**src/rtl/host_msix_pkg.sv**
```systemverilog
// Shared types and constants for the MSI-X interrupt controller.
package host_msix_pkg;

  typedef logic [63:0] u64_t;
  typedef logic [31:0] u32_t;

  // Controller FSM states
  typedef enum logic [1:0] {
    StIdle = 2'd0,
    StArb  = 2'd1,
    StSend = 2'd2,
    StWait = 2'd3
  } msix_state_e;

  // One vector table entry: message address and message data
  typedef struct packed {
    u64_t addr;
    u32_t data;
  } msix_vec_entry_t;

  localparam logic [15:0] COALESCE_MAX = 16'hFFFF;

endpackage

```
**src/rtl/host_msix_rr_arb.sv**
```systemverilog
// Combinational round-robin arbiter: first eligible vector at or after rr_ptr, wrapping.
module host_msix_rr_arb
  import host_msix_pkg::*;
#(
  parameter int unsigned NUM_VEC = 8,
  localparam int unsigned IdxW = (NUM_VEC > 1) ? $clog2(NUM_VEC) : 1
) (
  input  logic [NUM_VEC-1:0] eligible,
  input  logic [IdxW-1:0]    rr_ptr,
  output logic [NUM_VEC-1:0] grant,
  output logic [IdxW-1:0]    grant_idx,
  output logic               any_valid
);

  // Scan NUM_VEC positions starting at rr_ptr; the first hit wins.
  always_comb begin
    int unsigned j;
    grant     = '0;
    grant_idx = '0;
    any_valid = 1'b0;
    j         = 0;
    for (int unsigned k = 0; k < NUM_VEC; k++) begin
      j = (32'(rr_ptr) + k) % NUM_VEC;
      if (!any_valid && eligible[j]) begin
        any_valid = 1'b1;
        grant[j]  = 1'b1;
        grant_idx = IdxW'(j);
      end
    end
  end

endmodule

```
**src/rtl/host_msix_ctrl.sv**
```systemverilog
// MSI-X controller: pending/mask tracking, vector table, round-robin delivery of one
// single-DW posted write per interrupt, completion wait with timeout.
module host_msix_ctrl
  import host_msix_pkg::*;
#(
  parameter int unsigned NUM_VEC     = 8,
  parameter int unsigned ADDR_W      = 64,
  parameter int unsigned DATA_W      = 32,
  parameter int unsigned TIMEOUT_CYC = 1024,
  localparam int unsigned IdxW = (NUM_VEC > 1) ? $clog2(NUM_VEC) : 1
) (
  input  logic               clk,
  input  logic               rst_n,
  input  logic               msix_enable,
  input  logic [NUM_VEC-1:0] intr_req,
  input  logic [NUM_VEC-1:0] vec_mask,
  input  logic               tbl_wr_en,
  input  logic [IdxW-1:0]    tbl_wr_idx,
  input  logic [ADDR_W-1:0]  tbl_wr_addr,
  input  logic [DATA_W-1:0]  tbl_wr_data,
  output logic               wr_valid,
  input  logic               wr_ready,
  output logic [ADDR_W-1:0]  wr_addr,
  output logic [DATA_W-1:0]  wr_data,
  input  logic               wr_done,
  output logic [NUM_VEC-1:0] pending,
  output logic               busy,
  output logic               intr_sent,
  output logic [15:0]        coalesce_cnt,
  output logic               timeout_err
);

  localparam int unsigned TimerW = $clog2(TIMEOUT_CYC + 1);

  msix_state_e        state_q, state_d;
  logic [NUM_VEC-1:0] pending_q, pending_d;
  logic [NUM_VEC-1:0] mask_q;
  logic [NUM_VEC-1:0] eligible;
  logic [NUM_VEC-1:0] clr;
  logic [NUM_VEC-1:0] grant_q;
  logic [IdxW-1:0]    rr_ptr_q;
  logic [ADDR_W-1:0]  wr_addr_q;
  logic [DATA_W-1:0]  wr_data_q;
  logic [15:0]        coalesce_q;
  logic [TimerW-1:0]  timer_q;
  logic               timeout_q;
  logic               coal_hit;
  logic               arb_load;
  logic               timeout_set;

  logic [NUM_VEC-1:0] arb_grant;
  logic [IdxW-1:0]    arb_idx;
  logic               arb_valid;

  msix_vec_entry_t    table_q [NUM_VEC];

  // Mask is registered, so an unmask becomes visible to arbitration one cycle later.
  assign eligible = pending_q & ~mask_q;
  assign clr      = (state_q == StSend && wr_ready) ? grant_q : '0;
  // A request landing on a vector being cleared this cycle simply re-arms it.
  assign coal_hit = |(intr_req & pending_q & ~clr);
  assign pending_d = (pending_q & ~clr) | intr_req;

  host_msix_rr_arb #(
    .NUM_VEC (NUM_VEC)
  ) u_rr_arb (
    .eligible  (eligible),
    .rr_ptr    (rr_ptr_q),
    .grant     (arb_grant),
    .grant_idx (arb_idx),
    .any_valid (arb_valid)
  );

  // Next-state logic for the delivery FSM.
  always_comb begin
    state_d     = state_q;
    arb_load    = 1'b0;
    timeout_set = 1'b0;
    unique case (state_q)
      StIdle: begin
        if (msix_enable && |eligible) state_d = StArb;
      end
      StArb: begin
        // Eligibility can vanish (mask) between IDLE and ARB; fall back to IDLE then.
        if (arb_valid) begin
          state_d  = StSend;
          arb_load = 1'b1;
        end else begin
          state_d = StIdle;
        end
      end
      StSend: begin
        if (wr_ready) state_d = StWait;
      end
      StWait: begin
        if (wr_done) begin
          state_d = StIdle;
        end else if (timer_q == TimerW'(TIMEOUT_CYC - 1)) begin
          state_d     = StIdle;
          timeout_set = 1'b1;
        end
      end
      default: state_d = StIdle;
    endcase
  end

  // Control state: FSM, pending, grant snapshot, RR pointer, counters.
  always_ff @(posedge clk or negedge rst_n) begin
    if (!rst_n) begin
      state_q    <= StIdle;
      pending_q  <= '0;
      mask_q     <= '0;
      grant_q    <= '0;
      rr_ptr_q   <= '0;
      wr_addr_q  <= '0;
      wr_data_q  <= '0;
      coalesce_q <= '0;
      timer_q    <= '0;
      timeout_q  <= 1'b0;
    end else begin
      state_q   <= state_d;
      pending_q <= pending_d;
      mask_q    <= vec_mask;
      timeout_q <= timeout_q | timeout_set;
      if (coal_hit && coalesce_q != COALESCE_MAX) coalesce_q <= coalesce_q + 16'd1;
      timer_q <= (state_q == StWait) ? timer_q + TimerW'(1) : '0;
      if (arb_load) begin
        grant_q   <= arb_grant;
        wr_addr_q <= ADDR_W'(table_q[arb_idx].addr);
        wr_data_q <= DATA_W'(table_q[arb_idx].data);
        if (32'(arb_idx) == NUM_VEC - 1) rr_ptr_q <= '0;
        else                             rr_ptr_q <= arb_idx + IdxW'(1);
      end
    end
  end

  // Vector table; the held wr_addr/wr_data are unaffected by later writes.
  always_ff @(posedge clk or negedge rst_n) begin
    if (!rst_n) begin
      for (int unsigned i = 0; i < NUM_VEC; i++) table_q[i] <= '0;
    end else if (tbl_wr_en && (32'(tbl_wr_idx) < NUM_VEC)) begin
      table_q[tbl_wr_idx].addr <= 64'(tbl_wr_addr);
      table_q[tbl_wr_idx].data <= 32'(tbl_wr_data);
    end
  end

  assign wr_valid     = (state_q == StSend);
  assign wr_addr      = wr_addr_q;
  assign wr_data      = wr_data_q;
  assign pending      = pending_q;
  assign busy         = (state_q != StIdle);
  assign intr_sent    = (state_q == StWait) && wr_done;
  assign coalesce_cnt = coalesce_q;
  assign timeout_err  = timeout_q;

endmodule

```
**config.mk**
```make
export PLATFORM = sky130hd
export DESIGN_NAME = host_msix_ctrl
export DESIGN_NICKNAME = d
export VERILOG_FILES = /design/src/rtl/host_msix_pkg.sv /design/src/rtl/host_msix_rr_arb.sv /design/src/rtl/host_msix_ctrl.sv
export SDC_FILE = /design/constraint.sdc
export NUM_CORES = 2
export LEC_CHECK = 0
export ABC_CLOCK_PERIOD_IN_PS = 5800
export BUFFER_PORTS_ARGS = -buffer_cell sky130_fd_sc_hd__clkbuf_2
export CORE_ASPECT_RATIO = 0.5
export CORE_MARGIN = 3
export CORE_UTILIZATION = 50
export DETAILED_ROUTE_END_ITERATION = 10
export GPL_TIMING_DRIVEN = 1
export PLACE_DENSITY = 0.68
export SLEW_MARGIN = 5
export SYNTH_ARGS = -nofsm -noshare
export SYNTH_HDL_FRONTEND = slang
export SYNTH_HIERARCHICAL = 1
export SYNTH_SLANG_ARGS = --single-unit
```
**constraint.sdc**
```tcl
create_clock -name clk -period 5.8 [get_ports clk]
set_input_delay 0.87 -clock clk [delete_from_list [all_inputs] [get_ports clk]]
set_output_delay 0.87 -clock clk [all_outputs]
set_load 0.05 [all_outputs]
```
Yosys cells after proc, flatten, opt, wreduce, memory -nomap -nowiden
Cells that the tools add are included.
{"block": "word_totals", "register_bits": 921, "inputBits": 121, "output_inout_bits": 124}
{"block": "classes", "n_addsub": 10, "order_cmp": 19, "n_eq_ne": 9, "muxes": 79, "n_bitwise": 17, "n_reduce_logical": 32}
{"operator": "$bwmux 768", "count": 2}
{"operator": "$demux 96 s3", "count": 2}
{"operator": "$bmux 96 s3", "count": 1}
{"operator": "$mux 96", "count": 3}
{"operator": "$mux 8", "count": 9}
{"operator": "$or 8x8->8", "count": 8}
{"operator": "$and 8x8->8", "count": 4}
{"operator": "$lt 3x4->1 const B", "count": 8}
{"operator": "$mux 32", "count": 1}
{"operator": "$mux 1", "count": 29}
{"operator": "$mux 3", "count": 9}
{"operator": "$bmux 1 s3", "count": 8}
{"operator": "$demux 1 s3", "count": 8}
{"operator": "$ge 3x1->1 const B", "count": 8}
{"operator": "$logic_and 1x1->1", "count": 20}
{"operator": "$add 16x1->16 const B", "count": 1}
{"operator": "$ne 16x16->1 const B", "count": 1}
{"operator": "$not 8->8", "count": 2}
{"operator": "$reduce_or 8->1", "count": 2}
{"operator": "$add 3x3->3 const B", "count": 4}
{"operator": "$add 11x1->11 const B", "count": 1}
{"operator": "$eq 11x10->1 const B", "count": 1}
{"operator": "$mux 11", "count": 1}
{"operator": "$mux 2", "count": 5}
{"operator": "other kinds (17)", "count": 28}

Longest topological paths before layout
{"block": "logic_depth", "word_depth": 30, "ltp_mapped": 17, "ltp_nobuf": 11}

By module
Netlist, hierarchy kept.
{"mod": "host_msix_ctrl", "n_inst": 1, "cells_per_inst": 2504, "area_per_inst_um2": 39649.3, "seq_area_each_um2": 23047.1}
{"mod": "host_msix_rr_arb", "n_inst": 1, "cells_per_inst": 156, "area_per_inst_um2": 1512.7, "seq_area_each_um2": 0.0}

Worst setup path after synthesis
OpenSTA, ideal clock, no wires.
{"block": "synth_path", "path_kind": "register -> register", "from": "register rr_ptr_q[0]", "to": "register wr_addr_q[30], in the netlist wr_addr[30]", "arrival_ps": 4197, "setup_slack_ps": 1468, "stages_incl_launch_ff": 16, "n_path_buf": 5, "synth_period_minus_slack_ps": 4332, "path_cell_list": "dfrtp_1 -> buf_4 -> buf_2 -> clkinv_1 -> ha_1 -> xnor2_2 -> mux4_2 -> nand3b_1 -> or2_1 -> o2111ai_1 -> a221oi_1 -> clkbuf_1 -> buf_2 -> buf_1 -> mux2i_1 -> o21ai_0"}
{"block": "synth_between", "elab_chain_len": 28}
{"element": "from (decl)", "line": "host_msix_ctrl.sv:41", "rtl": "logic [IdxW-1:0] rr_ptr_q;"}
{"element": "from (signal assigned)", "line": "host_msix_ctrl.sv:132", "rtl": "else rr_ptr_q <= arb_idx + IdxW'(1);"}
{"element": "parallel branches: the longest is 23 deep, another holds $add 3x1->3"}
{"element": "$mux 3 *", "line": "host_msix_rr_arb.sv:24", "rtl": "if (!any_valid && eligible[j]) begin"}
{"element": "net arb_idx[2]", "line": "host_msix_ctrl.sv:52", "rtl": "logic [IdxW-1:0] arb_idx;"}
{"element": "$not 3->4 (not written as such) *", "line": "host_msix_ctrl.sv:129", "rtl": "wr_addr_q <= ADDR_W'(table_q[arb_idx].addr);"}
{"element": "$bmux 96 s3 *", "line": "host_msix_ctrl.sv:129"}
{"element": "$mux 96 * (2 in series)"}
{"element": "to (signal assigned)", "line": "host_msix_ctrl.sv:129"}
{"element": "to (decl)", "line": "host_msix_ctrl.sv:42", "rtl": "logic [ADDR_W-1:0] wr_addr_q;"}
Mark *: on every way through the listed nets, which the timed path passes. The select of a mux whose other input is x is not followed.
A chain may end at the register's enable or synchronous reset.

Worst setup path after layout
{"block": "layout_path", "from": "register rr_ptr_q[1]", "to": "register wr_data_q[7], in the netlist wr_data[7]"}
{"block": "layout_between", "elab_chain_len": 28}
{"element": "parallel branches: the longest is 23 deep, another holds $add 3x1->3"}
{"element": "$mux 3 *", "line": "host_msix_rr_arb.sv:24"}
{"element": "net arb_idx[0]", "line": "host_msix_ctrl.sv:52"}
{"element": "$not 3->4 (not written as such) *", "line": "host_msix_ctrl.sv:130", "rtl": "wr_data_q <= DATA_W'(table_q[arb_idx].data);"}
{"element": "$bmux 96 s3 *", "line": "host_msix_ctrl.sv:130"}
{"element": "$mux 96 (not written as such) * (2 in series)", "line": "host_msix_ctrl.sv:130"}
{"element": "to (signal assigned)", "line": "host_msix_ctrl.sv:130"}
{"element": "to (decl)", "line": "host_msix_ctrl.sv:43", "rtl": "logic [DATA_W-1:0] wr_data_q;"}
Marks and branches as above.

==> metrics.yaml <==
grt:
  grt_pass1_wl_um: 146000
  grtUsageTotal_pct: 21.7
  grt_max_degree: 162
  antenna_found_initial: 11
  gr-total-overflow: 0
  grt_pass1_vias: 24783
sta:
  finalSetupViolCount: 0
  hold_violations: 0
  slew_headroom_pct: 21.4
  worstMarginPinSlew_ns: 1.15
  fin_tns_setup_ns: 0
  slew_violations: 0
  max_freq_mhz: 195
  skew_ns: 0.0260
  fin_crit_sh_pct: 88.4
  fin_crit_ns: 5.13
  finalWorstSetupSlack_ns: 0.671
  rsz0062_at_grt: "false"
setup_path:
  cp-start-kind: "flop"
  critPathArrivalTime_ns: 5.63
  cp_top_family: "multiplexers"
  reg2reg_from: "rr_ptr_q[1]"
  cp_slowest_cell: "ha_1"
  r2r_slack_ns: 0.67
  critPathBufInv: 3
  cp.required_ns: 6.30
  cp_cell_sequence: "inv_1, ha_1, mux4_2, mux2i_1, or2_1, nor3_1, a211oi_1, a21oi_4, buf_12, buf_4, mux4_2, mux2i_1, o21ai_0"
  rr_worst_depth: 13
  critical_path_class: "flop to flop"
  critPathMaxStageDelay_ns: 0.95
  worst-path-max-fanout: 41
  timing.rr.end: "wr_data[7]"
  crit_cells: 13
  worstSetupEndpointType: "flop"
run_status:
  status: "finished, final reports clean"
synth:
  syn-num-nets: 2791
  synth_top_family_by_area: "multiplexers"
  netlist_instances: 2660
  synth-compound-area-share_pct: 2.30
  synth_seq_cells: 921
  synthFlopType: "dfrtp_1"
  netlist_area_sq_um: 41200
  synth-simple-area-share_pct: 2.89
  async_flop_share_pct: 100
  yosys_warnings: 6
  synthMuxAreaShare_pct: 35.9
  synth_adder_area_share_pct: 0.304
  yosys.area.top_type: "dfrtp_1"
  ys_seq_area_share_pct: 56.0
  syn_area_per_cell_sq_um: 15.5
  synth_top_area_share_pct: 56.0
  synth-edff-count: 0
  synthTopCellsByArea: "dfrtp_1 (56%), mux2_2 (22%), mux4_2 (11%), mux2i_1 (2.8%), o21ai_0 (1.2%)"
  synth_cell_type_count: 70
  synth_xor_area_share_pct: 0.657
min_path:
  hold_class: "primary input to async pin"
layout:
  fill_cells: 6350
  fin_nets: 2981
  layout-drive-gt1-share_pct: 49.0
  seqCellArea_sq_um: 23000
  multi_input_area_sq_um: 17400
  syn2layout_area_growth_pct: 12.5
cts:
  tritoncts: "built"
  cts_inserted_buffers: 81
  ctsHoldBuffers: 0
  post_cts_buffers: 0
  clock-sinks: 921
  cts_htree_levels: 3
  cts-root-buf: "clkbuf_16"
  cts_resized: 0
  path_clk_slew_ns: 0.07
  worstSkewPairLatency_ns: 0.67
  cts_max_path_buffers: 3
place:
  hpwl_um: 50500
  port_buffers: 244
  gp_congestion: 0.852
  place_ws_ns: 0.795
die:
  coreArea_sq_um: 80500
  io_pins: 245
  rows: 73
  die_x_um: 412
  dieArea_sq_um: 86000
  start_util_pct: 51.2
  die_h_um: 209
power:
  power_density_nw_per_um2: 608
  max-vdd-ir-drop_mv: 0.826
  power.leakage_nw: 20.0
detailed_routing:
  vias_per_cell: 5.80
  drtIter0Drc: 1437
  firstDrtPassIters: 7
  vias: 23253
  remaining_drc_errors: 0
  ant_nets: 0
  wire_per_inst_um: 22.7
  totalWireLength_um: 91200
job:
  drv_cap: 0
placed cells by master, fill, tap and decap left out, types with 4 or more instances in the layout:
master and count:
dfrtp_1 921, mux2_2 789, clkbuf_2 243, mux4_2 208, nand2_1 128, mux2i_1 114, o21ai_0 100, clkbuf_16 83
nor2_1 26, clkbuf_1 25, buf_12 23, xor2_1 19, nor3_1 17, buf_4 17, nand3_1 15, clkinv_2 14
clkbuf_8 14, a21oi_1 10, ha_1 10, diode_2 9, nor2b_1 9, a21o_1 9, and3_1 7, o31ai_1 6
xnor2_1 5, nor4_1 5, bufinv_16 5, a31oi_1 4, nand4b_1 4, nor3_2 4, inv_1 4, clkinv_8 4
a22o_1 4
final cells by class:
class / instances / share of cell area (%)
well taps: 1087 / 2.94
inverters: 6 / 0.0594
multi-input cells: 1556 / 37.5
repair buffers: 284 / 3.93
diodes: 9 / 0.0486
clock buffers: 122 / 5.10
flip-flops and latches: 921 / 49.8
clock inverters: 26 / 0.667
cell usage after synthesis (3+ instances only):
cell type and count:
a211oi_1 3, a21o_1 9, a21oi_1 11, a221oi_1 3, a22o_1 4, a31oi_1 4, and3_1 7, buf_1 19
buf_2 42, buf_6 6, clkbuf_1 107, dfrtp_1 921, ha_1 10, inv_1 4, mux2_2 789, mux2i_1 114
mux4_2 208, nand2_1 128, nand2b_1 3, nand3_1 15, nand3b_1 3, nand4_1 3, nand4b_1 4, nor2_1 26
nor2b_1 9, nor3_1 19, nor4_1 5, o2111ai_1 3, o211ai_1 3, o21ai_0 100, o31ai_1 6, xnor2_1 5
xor2_1 19
flip-flops by register name, summed over array words and instances (netlist names), named ones only:
register,count
table_q,768
wr_addr,64
wr_data,32
coalesce_cnt,16
timer_q,11
grant_q,8
mask_q,8
pending,8
rr_ptr_q,3
state_q,1
timeout_err,1
cell families (layout without fill, tap and decap cells):
group	Yosys count	in the layout
mux	1115	1115
fa+ha+maj	10	10
flops	921	921
simple gates	244	244
buf+inv	183	438
other cells	0	9
xor+xnor	27	27
compound gates	160	160
power breakdown:
group | switching [mW] | total [mW] | internal (mW)
clock network | 2.42 | 5.48 | 3.06
logic | 6.95 | 13.8 | 6.83
registers | 0.908 | 8.89 | 7.98
total | 10.3 | 28.2 | 17.9
per-stage QoR:
stage / power (mW) / cell area, sq um / hold WS [ns] / utilization, % / std cells
2_1_floorplan: 19.6 / 41200 / 0.453 / - / 2660
3_3_place_gp: 22.7 / 43600 / 0.442 / 54.2 / 3854
3_5_place_dp: 23.0 / 43600 / 0.451 / 54.2 / 3854
4_1_cts: 28.5 / 46300 / 0.256 / 57.5 / 4002
5_1_grt: 29.9 / 46300 / 0.273 / 57.6 / 4010
6_report: 28.2 / 46300 / 0.250 / 57.6 / 4011
worst register-to-register path: cells and delay by family, from the launching register on:
| family | cells | cell delay (ns) |
|---|---|---|
| AOI/OAI and AO/OA | 3 | 0.52 |
| adders and majority gates | 1 | 0.95 |
| buffers and inverters | 3 | 1.07 |
| DFF | 1 | 0.70 |
| muxes | 4 | 1.21 |
| and+or+nand+nor | 2 | 0.53 |
worst max path at each step:
stage | start | to | slack [ns]
4_1_cts | rr_ptr_q[1] | wr_data[7] | 0.75
3_5_place_dp | rr_ptr_q[1] | wr_data[7] | 0.80
3_3_place_gp | rr_ptr_q[1] | wr_addr[61] | 0.93
2_1_floorplan | rr_ptr_q[0] | wr_addr[30] | 1.47
6_report | rr_ptr_q[1] | wr_data[7] | 0.67
5_1_grt | rr_ptr_q[1] | wr_data[4] | 0.38
per-layer routing:
layer / vias to the layer above / GRT usage (%) / share of wire, %
met5: - / 0 / 0.046
met4: 6 / 5.75 / 1.9
met3: 116 / 3.79 / 3.7
met2: 370 / 35.4 / 49
met1: 12464 / 30.2 / 45
li1: 10297 / - / -
Note: power is estimated with default switching activity, not from simulation.
